==> src/rtl/vertex_transform_sequencer.sv <==
// Purpose : sequences vertices from a vertex buffer through a 4x4 matrix-vector
//           multiplier and writes each transformed vertex to a clip-space buffer.
// Latency : 10 cycles per vertex with no stalls; done pulses 10n+1 cycles after start.
// Backpr. : mul_o_ready low holds ISSUE; out_ready low holds WRITE. Each low cycle adds one cycle.
//
// Ports
//   clk, rstn                 clock, asynchronous active-low reset
//   start, num_vertices, mvp  run request; count and matrix are sampled on start in IDLE
//   vtx_rd_en, vtx_addr       vertex buffer read port (vtx_data returns one cycle later)
//   mul_A, mul_x, mul_i_dv    request side of the multiplier (valid/ready with mul_o_ready)
//   mul_o_dv, mul_y           response side of the multiplier (mul_y valid the cycle after mul_o_dv)
//   out_we/addr/data          clip-space write port, accepted on out_we && out_ready
//   busy, done                status: busy outside IDLE, done one-cycle end-of-run pulse
module vertex_transform_sequencer #(
  parameter int DATAWIDTH = 32,
  parameter int ADDRWIDTH = 8
) (
  input  logic                                clk,
  input  logic                                rstn,
  input  logic                                start,
  input  logic [ADDRWIDTH:0]                  num_vertices,
  input  logic [3:0][3:0][DATAWIDTH-1:0]      mvp,
  output logic                                vtx_rd_en,
  output logic [ADDRWIDTH-1:0]                vtx_addr,
  input  logic [3:0][DATAWIDTH-1:0]           vtx_data,
  output logic [3:0][3:0][DATAWIDTH-1:0]      mul_A,
  output logic [3:0][DATAWIDTH-1:0]           mul_x,
  output logic                                mul_i_dv,
  input  logic                                mul_o_ready,
  input  logic                                mul_o_dv,
  input  logic [3:0][DATAWIDTH-1:0]           mul_y,
  output logic                                out_we,
  output logic [ADDRWIDTH-1:0]                out_addr,
  output logic [3:0][DATAWIDTH-1:0]           out_data,
  input  logic                                out_ready,
  output logic                                busy,
  output logic                                done
);

  typedef enum logic [2:0] {
    S_IDLE,
    S_FETCH,
    S_WAIT_RD,
    S_ISSUE,
    S_WAIT_RES,
    S_CAPTURE,
    S_WRITE,
    S_DONE
  } state_t;

  state_t                           state_q;
  logic [3:0][3:0][DATAWIDTH-1:0]   mat_q;
  logic [3:0][DATAWIDTH-1:0]        vec_q;
  logic [ADDRWIDTH:0]               cnt_q;
  logic [ADDRWIDTH:0]               idx_q;
  logic                             vtx_rd_en_q;
  logic [ADDRWIDTH-1:0]             vtx_addr_q;
  logic                             mul_i_dv_q;
  logic                             out_we_q;
  logic [ADDRWIDTH-1:0]             out_addr_q;
  logic [3:0][DATAWIDTH-1:0]        out_data_q;
  logic                             busy_q;
  logic                             done_q;

  // The index carries one extra bit so a full 2^ADDRWIDTH run compares
  // against count-1 without wrapping the address first.
  logic [ADDRWIDTH:0]               idx_d;
  logic [ADDRWIDTH:0]               last_idx;
  logic                             is_last;

  assign idx_d    = idx_q + 1'b1;
  assign last_idx = cnt_q - 1'b1;
  assign is_last  = (idx_q == last_idx);

  // All outputs are registered; each state's output values are set on the
  // transition into that state so they are valid for the whole state cycle.
  always_ff @(posedge clk or negedge rstn) begin
    if (!rstn) begin
      state_q     <= S_IDLE;
      mat_q       <= '0;
      vec_q       <= '0;
      cnt_q       <= '0;
      idx_q       <= '0;
      vtx_rd_en_q <= 1'b0;
      vtx_addr_q  <= '0;
      mul_i_dv_q  <= 1'b0;
      out_we_q    <= 1'b0;
      out_addr_q  <= '0;
      out_data_q  <= '0;
      busy_q      <= 1'b0;
      done_q      <= 1'b0;
    end else begin
      case (state_q)
        S_IDLE: begin
          if (start) begin
            mat_q  <= mvp;
            cnt_q  <= num_vertices;
            idx_q  <= '0;
            busy_q <= 1'b1;
            if (num_vertices == '0) begin
              state_q <= S_DONE;
              done_q  <= 1'b1;
            end else begin
              state_q     <= S_FETCH;
              vtx_rd_en_q <= 1'b1;
              vtx_addr_q  <= '0;
            end
          end
        end

        S_FETCH: begin
          vtx_rd_en_q <= 1'b0;
          state_q     <= S_WAIT_RD;
        end

        S_WAIT_RD: begin
          vec_q      <= vtx_data;
          mul_i_dv_q <= 1'b1;
          state_q    <= S_ISSUE;
        end

        // Operands come straight from mat_q/vec_q, which do not change here,
        // so holding the state is enough to keep the request stable.
        S_ISSUE: begin
          if (mul_o_ready) begin
            mul_i_dv_q <= 1'b0;
            state_q    <= S_WAIT_RES;
          end
        end

        S_WAIT_RES: begin
          if (mul_o_dv) begin
            state_q <= S_CAPTURE;
          end
        end

        // mul_y is valid the cycle after mul_o_dv, i.e. in this state.
        S_CAPTURE: begin
          out_data_q <= mul_y;
          out_addr_q <= idx_q[ADDRWIDTH-1:0];
          out_we_q   <= 1'b1;
          state_q    <= S_WRITE;
        end

        S_WRITE: begin
          if (out_ready) begin
            out_we_q <= 1'b0;
            if (is_last) begin
              state_q <= S_DONE;
              done_q  <= 1'b1;
            end else begin
              idx_q       <= idx_d;
              vtx_rd_en_q <= 1'b1;
              vtx_addr_q  <= idx_d[ADDRWIDTH-1:0];
              state_q     <= S_FETCH;
            end
          end
        end

        S_DONE: begin
          done_q  <= 1'b0;
          busy_q  <= 1'b0;
          state_q <= S_IDLE;
        end

        default: begin
          state_q <= S_IDLE;
        end
      endcase
    end
  end

  assign vtx_rd_en = vtx_rd_en_q;
  assign vtx_addr  = vtx_addr_q;
  assign mul_A     = mat_q;
  assign mul_x     = vec_q;
  assign mul_i_dv  = mul_i_dv_q;
  assign out_we    = out_we_q;
  assign out_addr  = out_addr_q;
  assign out_data  = out_data_q;
  assign busy      = busy_q;
  assign done      = done_q;

endmodule

==> config.mk <==
export PLATFORM = sky130hd
export DESIGN_NAME = vertex_transform_sequencer
export DESIGN_NICKNAME = d
export VERILOG_FILES = /design/src/rtl/vertex_transform_sequencer.sv
export SDC_FILE = /design/constraint.sdc
export NUM_CORES = 1
export LEC_CHECK = 0
export CAP_MARGIN = 20
export CORE_AREA = 2 2 621 623
export CTS_CLUSTER_SIZE = 16
export DETAILED_ROUTE_END_ITERATION = 10
export DIE_AREA = 0 0 623 625
export DONT_BUFFER_PORTS = 1
export SYNTH_ARGS = -nofsm -noshare
export SYNTH_HDL_FRONTEND = slang
export SYNTH_SLANG_ARGS = --single-unit
==> constraint.sdc <==
create_clock -name clk -period 2.2 [get_ports clk]
set_input_delay 0.44 -clock clk [delete_from_list [all_inputs] [get_ports clk]]
set_output_delay 0.44 -clock clk [all_outputs]
set_load 0.1 [all_outputs]
==> run metrics, run 1 <==
Synth Cell Area 30500 um^2; Max-Cap Viols 0; Die X 623 um; Starting Density 7.95%; Max Slew Vio Count 0; Final Util 14.0%; unrepaired setup endpoints after global routing yes; Startpoint Class register; drt total wl 258000 um; antenna violations before repair 363; WP data required 2.94 ns; Worst path max stage delay 0.42 ns; Cells after Synth 1845; Synth top area share 66.4%; Fin. Hold Viols 425; cell family with most CP delay simple AND/OR/NAND/NOR gates; endpoint class of the critical path register; CP Cell Sequence buf_4, or3_4, o31ai_4, nand4_2, nor2_4, a31oi_4, o22a_1; Hold Crit Class input pin to async pin; Worst-Skew Late Latency 0.86 ns; final period utilization 98.8%; Layout Skew 0.0527 ns; Post-synth EDFFs 0; # DRC 0; Post-synth ARST share 100%; violated checks antenna rules, hold timing; GR Overflow Total 0; Slew headroom 13.1%; Buf+Inv Stages, Crit Path 1; remaining antenna violation count after routing 1; Ports 1572; Setup CP Type register to register; WL per Instance 30.6 um; Post-Syn Nets 2630; slowest stage cell, crit path or3_4; Sink Count 810; Area contributors post-synth dfrtp_1 66%, mux2_2 29%, buf_2 1.2%, xnor2_1 0.34%, o21ai_0 0.33%; min Tclk post-route 2.17 ns; Setup TNS 0 ns; Post-synth top cells 810 x dfrtp_1, 781 x mux2_2, 74 x buf_2; Placer Congestion 0.963; CTS Buf Count 116; Synth area leader dfrtp_1; Ys Warns 0; worst r2r src cnt_q[0]$_DFFE_PN0P_; average instance area after synthesis 16.5 um^2; crit path launch cnt_q[0]$_DFFE_PN0P_; Arr. time, crit path 2.91 ns; hold-fix buffers at CTS 780; number of global-route vias before repair 24400; count leader, synth dfrtp_1; Clk pin slew, worst setup/hold paths 0.06 ns; initial detailed-routing violation count 1358; setup violators final 0; register area share after synthesis 66.4%; share of cells above drive strength 1 56.7%; GRT Resource Usage Total 12.7%; CTS tree done; fin nets 3976; post-synthesis cell type count 49; die outline area 389000 um^2; first-pass GRT wire length 312000 um; Cell Rows 228; drt first pass iters 4; via count 23900; H-tree levels 3; synthesized flop and latch total 810; core area 384000 um^2; Via density 2.83; CTS root buf clkbuf_16; worst slew pin tran 1.30 ns; Hold WS -0.767 ns; Max Freq 0.460 GHz; largest net degree at the start of global routing 811; Main synth FF type dfrtp_1; Die Y 625 um; CP Max Fanout 6; CTS Buffer Depth 4; status complete, but fails checks; Port Buffer Count 0; synth-to-layout area growth 75.7%; layout filler cell count 42500; post-DP HPWL 222000 um
## logic make-up (layout without fill, tap and decap cells)
group / after synthesis / count (layout) / synth area share [%]
AOI/OAI and AO/OA: 53 / 54 / 1.18
DFF: 810 / 810 / 66.4
and+or+nand+nor: 73 / 74 / 1.32
muxes: 782 / 782 / 28.9
xor gates and xnor gates: 15 / 15 / 0.431
adders and majority gates: 2 / 2 / 0.0820
buffers and inverters: 110 / 1543 / 1.68
other: 0 / 100 / 0
## timing repair
item,CTS,global route
setup buffers,1,1
endpoints found under the setup margin,366,142
cloned,2,2
resized for setup,359,18
hold endpoints to repair,1607,425
pin swaps,9,11
## layer usage
metal	track usage (%)	up-vias	part of all wire, %
met5	0	-	0.33
met4	5.26	126	5.3
met3	7.91	710	14
met2	21.9	1701	49
met1	12.1	11900	31
li1	-	9420	-
## placed cells by master, fill, tap and decap left out, drive strengths merged, types with 2 or more instances in the layout
cell	synthesis	layout
a21o	3	3
a21oi	2	2
a31oi	6	7
and3	4	4
buf	77	539
bufinv	0	15
clkbuf	18	149
clkinv	0	24
clkinvlp	0	5
dfrtp	810	810
diode	0	100
dlygate4sd3	0	780
ha	2	2
inv	15	31
mux2	781	781
nand2	15	15
nand2b	6	6
nand3	7	7
nand4	4	4
nor2	13	13
nor2b	2	2
nor3	7	7
nor4	4	4
o21ai	23	23
o22ai	8	8
o311ai	2	2
o31ai	3	3
or2	2	3
or3	5	5
xnor2	12	12
xor2	3	3
## per-stage QoR
| step | setup WS, ns | cells | hold slack (ns) | area (um^2) |
|---|---|---|---|---|
| floorplan | 0.0281 | 1845 | 0.144 | 30500 |
| global placement | -0.376 | 7343 | 0.190 | 40700 |
| finish | 0.0264 | 8440 | -0.767 | 53600 |
| CTS | -0.0368 | 8333 | -0.788 | 53100 |
| detailed placement | -0.286 | 7343 | 0.205 | 40700 |
| global route | -0.0936 | 8374 | -0.827 | 53400 |
## sequential cells by signal, indices dropped and copies added, names as in the netlist, 3 cells and up
name      cells
cnt_q         9
idx_q         9
mul_A       512
mul_x       128
out_addr      8
out_data    128
state_q       3
vtx_addr      8
## layout make-up
type / instances / area (um^2) / share of cell area (%)
well taps: 5060 / 6330 / 11.8
inverters: 15 / 56.3 / 0.105
multi-input cells: 927 / 9870 / 18.4
flip-flops and latches: 810 / 20700 / 38.6
repair buffers: 1321 / 12400 / 23.1
clock buffers: 147 / 3230 / 6.03
diodes: 100 / 250 / 0.467
clock inverters: 60 / 808 / 1.51
## path summary, 6_finish.rpt
kind | endpoint | slack (ns) | cells after the start
worst min register to register | out_we$_DFFE_PN0P_ | 0.49 | 2
min in group clk | state_q[0]$_DFFE_PN0P_ | 0.13 | 4
worst min-delay path | mul_A[99]$_DFFE_PN0P_ | -0.77 | 0
max in group asynchronous | mul_A[398]$_DFFE_PN0P_ | 0.70 | 2
worst max-delay path | vtx_rd_en$_DFFE_PN0P_ | 0.03 | 7
worst max register to register | vtx_rd_en$_DFFE_PN0P_ | 0.03 | 7
Power of run 1 is not shown: default switching activity piles up to over one toggle a cycle in this logic, so the estimate is an artifact.
==> run 2, diff against run 1 <==
Settings changed: CTS_CLUSTER_DIAMETER from default to 200.
==> run 2 against run 1 <==
Net effect: the run ends with hold timing left; fmax about the same; die area unchanged; clock skew shrank 0.032 ns; critical path type unchanged; largest cell class unchanged.
==> run metrics, run 2 (synthesis results as in run 1) <==
H-tree levels 3 (unchanged); Layout Skew 0.0209 ns (-0.0317 ns); Worst R2R Path Depth 7 (unchanged); Hold Crit Class input pin to async pin; drt total wl 258000 um (about the same); status complete, but fails checks; Startpoint Class register; Setup CP Type register to register; Max-Cap Viols 0 (unchanged); R2R Setup Slk 0.03 ns (about the same); commonest non-fill, non-tap cells in the layout 781 x mux2_2, 779 x dlygate4sd3_1, 514 x buf_4; Clk pin slew, worst setup/hold paths 0.08 ns (+0.02 ns); crit path capture vtx_addr[6]$_DFFE_PN0P_; GR Overflow Total 0 (unchanged); most common cell after layout, fill and taps aside mux2_2; CP Max Fanout 7 (+1); Fin. Hold Viols 429 (+0.94%); fin area 51300 um^2 (-4.3%); worst r2r src cnt_q[0]$_DFFE_PN0P_; CTS root buf clkbuf_16; fin nets 3927 (-1.2%); setup violators final 0 (unchanged); antenna violations before repair 367 (+1.1%); Ports 1572 (unchanged); remaining antenna violation count after routing 0 (-1); Max Freq 0.460 GHz (about the same); CTS Buf Count 70 (-40%); CTS tree done; die outline area 389000 um^2 (unchanged); Final Util 13.4% (-0.60 points); Sink Count 810 (unchanged); max reg flops 512 (unchanged); Cell Rows 228 (unchanged); Port Buffer Count 0 (unchanged); Starting Density 7.95% (unchanged); Placer Congestion 0.963 (unchanged); endpoint class of the critical path register; crit path launch cnt_q[0]$_DFFE_PN0P_; initial detailed-routing violation count 1396 (+2.8%); Slew headroom 12.4% (-0.70 points); share of cells above drive strength 1 55.2% (-1.4 points); largest net degree at the start of global routing 811 (unchanged); synth-to-layout area growth 68.1%; Worst-Skew Late Latency 0.81 ns (-0.05 ns); core area 384000 um^2 (unchanged); CTS Buffer Depth 4 (unchanged); via count 23400 (-2.1%); worst slew pin tran 1.31 ns (+0.0105 ns); # DRC 0 (unchanged); GRT Resource Usage Total 12.7% (+0.015 points); min Tclk post-route 2.17 ns (+0.000772 ns); post-DP HPWL 222000 um (unchanged); Arr. time, crit path 2.83 ns (-0.08 ns); Placed Area 40700 um^2 (unchanged); WL per Instance 31.0 um (+1.4%); Via density 2.81 (-0.75%); Max Slew Vio Count 0 (unchanged); first-pass GRT wire length 311000 um (-0.18%); Worst R2R End vtx_addr[6]$_DFFE_PN0P_; Die X 623 um (unchanged); violated checks hold timing; WP data required 2.86 ns (-0.08 ns); Die Y 625 um (unchanged); hold-fix buffers at CTS 779 (-0.13%); number of global-route vias before repair 23800 (-2.6%); unrepaired setup endpoints after global routing yes; final period utilization 98.8% (about the same); drt first pass iters 5 (+1); Hold WS -0.676 ns (+0.0914 ns)
run 2: cell types whose count changed in the layout (fill, tap and decap cells not counted), moves of 15 or more:
cell	change
buf_4	+31
buf_6	-31
bufinv_16	-15
clkbuf_16	-48
clkbuf_8	-17
run 2: layout make-up:
class | count | area (um^2)
flip-flops and latches | 810 | 20700
inverters | 15 | 56.3
multi-input cells | 927 | 9820
well taps | 5060 | 6330
diodes | 100 | 250
fillers | 42700 | 332000
clock buffers | 77 | 1820
repair buffers | 1318 | 12200
clock inverters | 15 | 153
run 2: metal layers:
layer	routed length (um)	vias up	GRT usage, %
li1	-	9255	-
met1	81200	11700	12.1
met2	127000	1660	22.2
met3	36400	691	7.78
met4	13000	120	4.73
met5	831	-	0
run 2: how the worst min path moves through the flow:
stage / start / end / slack [ns] / cells after the start
floorplan: rstn / busy$_DFFE_PN0P_ / 0.14 / 0
global placement: rstn / mul_A[459]$_DFFE_PN0P_ / 0.19 / 0
detailed placement: rstn / mul_A[461]$_DFFE_PN0P_ / 0.20 / 0
CTS: rstn / mul_A[461]$_DFFE_PN0P_ / -0.75 / 0
global route: rstn / mul_A[99]$_DFFE_PN0P_ / -0.76 / 0
finish: rstn / mul_A[461]$_DFFE_PN0P_ / -0.68 / 0
run 2: worst max-delay path, stage by stage (launching register included):
cell and delay (ns):
dfrtp_1 0.40, buf_4 0.14, or3_4 0.41, o31ai_2 0.30, nand4_2 0.22, nor2_4 0.25
or2_4 0.22, o22ai_1 0.10
run 2: stage by stage:
step           setup WS (ns)  TNS, ns  std cells  hold WS, ns
2_1_floorplan         0.0281        0       1845        0.144
3_3_place_gp          -0.376    -6.21       7343        0.190
3_5_place_dp          -0.286    -3.70       7343        0.205
4_1_cts              -0.0266  -0.0266       8217       -0.746
5_1_grt              -0.0876    -1.29       8252       -0.763
6_report              0.0256        0       8322       -0.676
run 2: repair_timing:
item | in CTS | in global routing
cloned | 2 | 0
setup endpoints to repair | 337 | 24
gates resized for setup | 326 | 11
setup buffers | 1 | 1
hold endpoints to repair | 1590 | 429
pin swaps | 10 | 5
Power of run 2 is left out for the same reason.
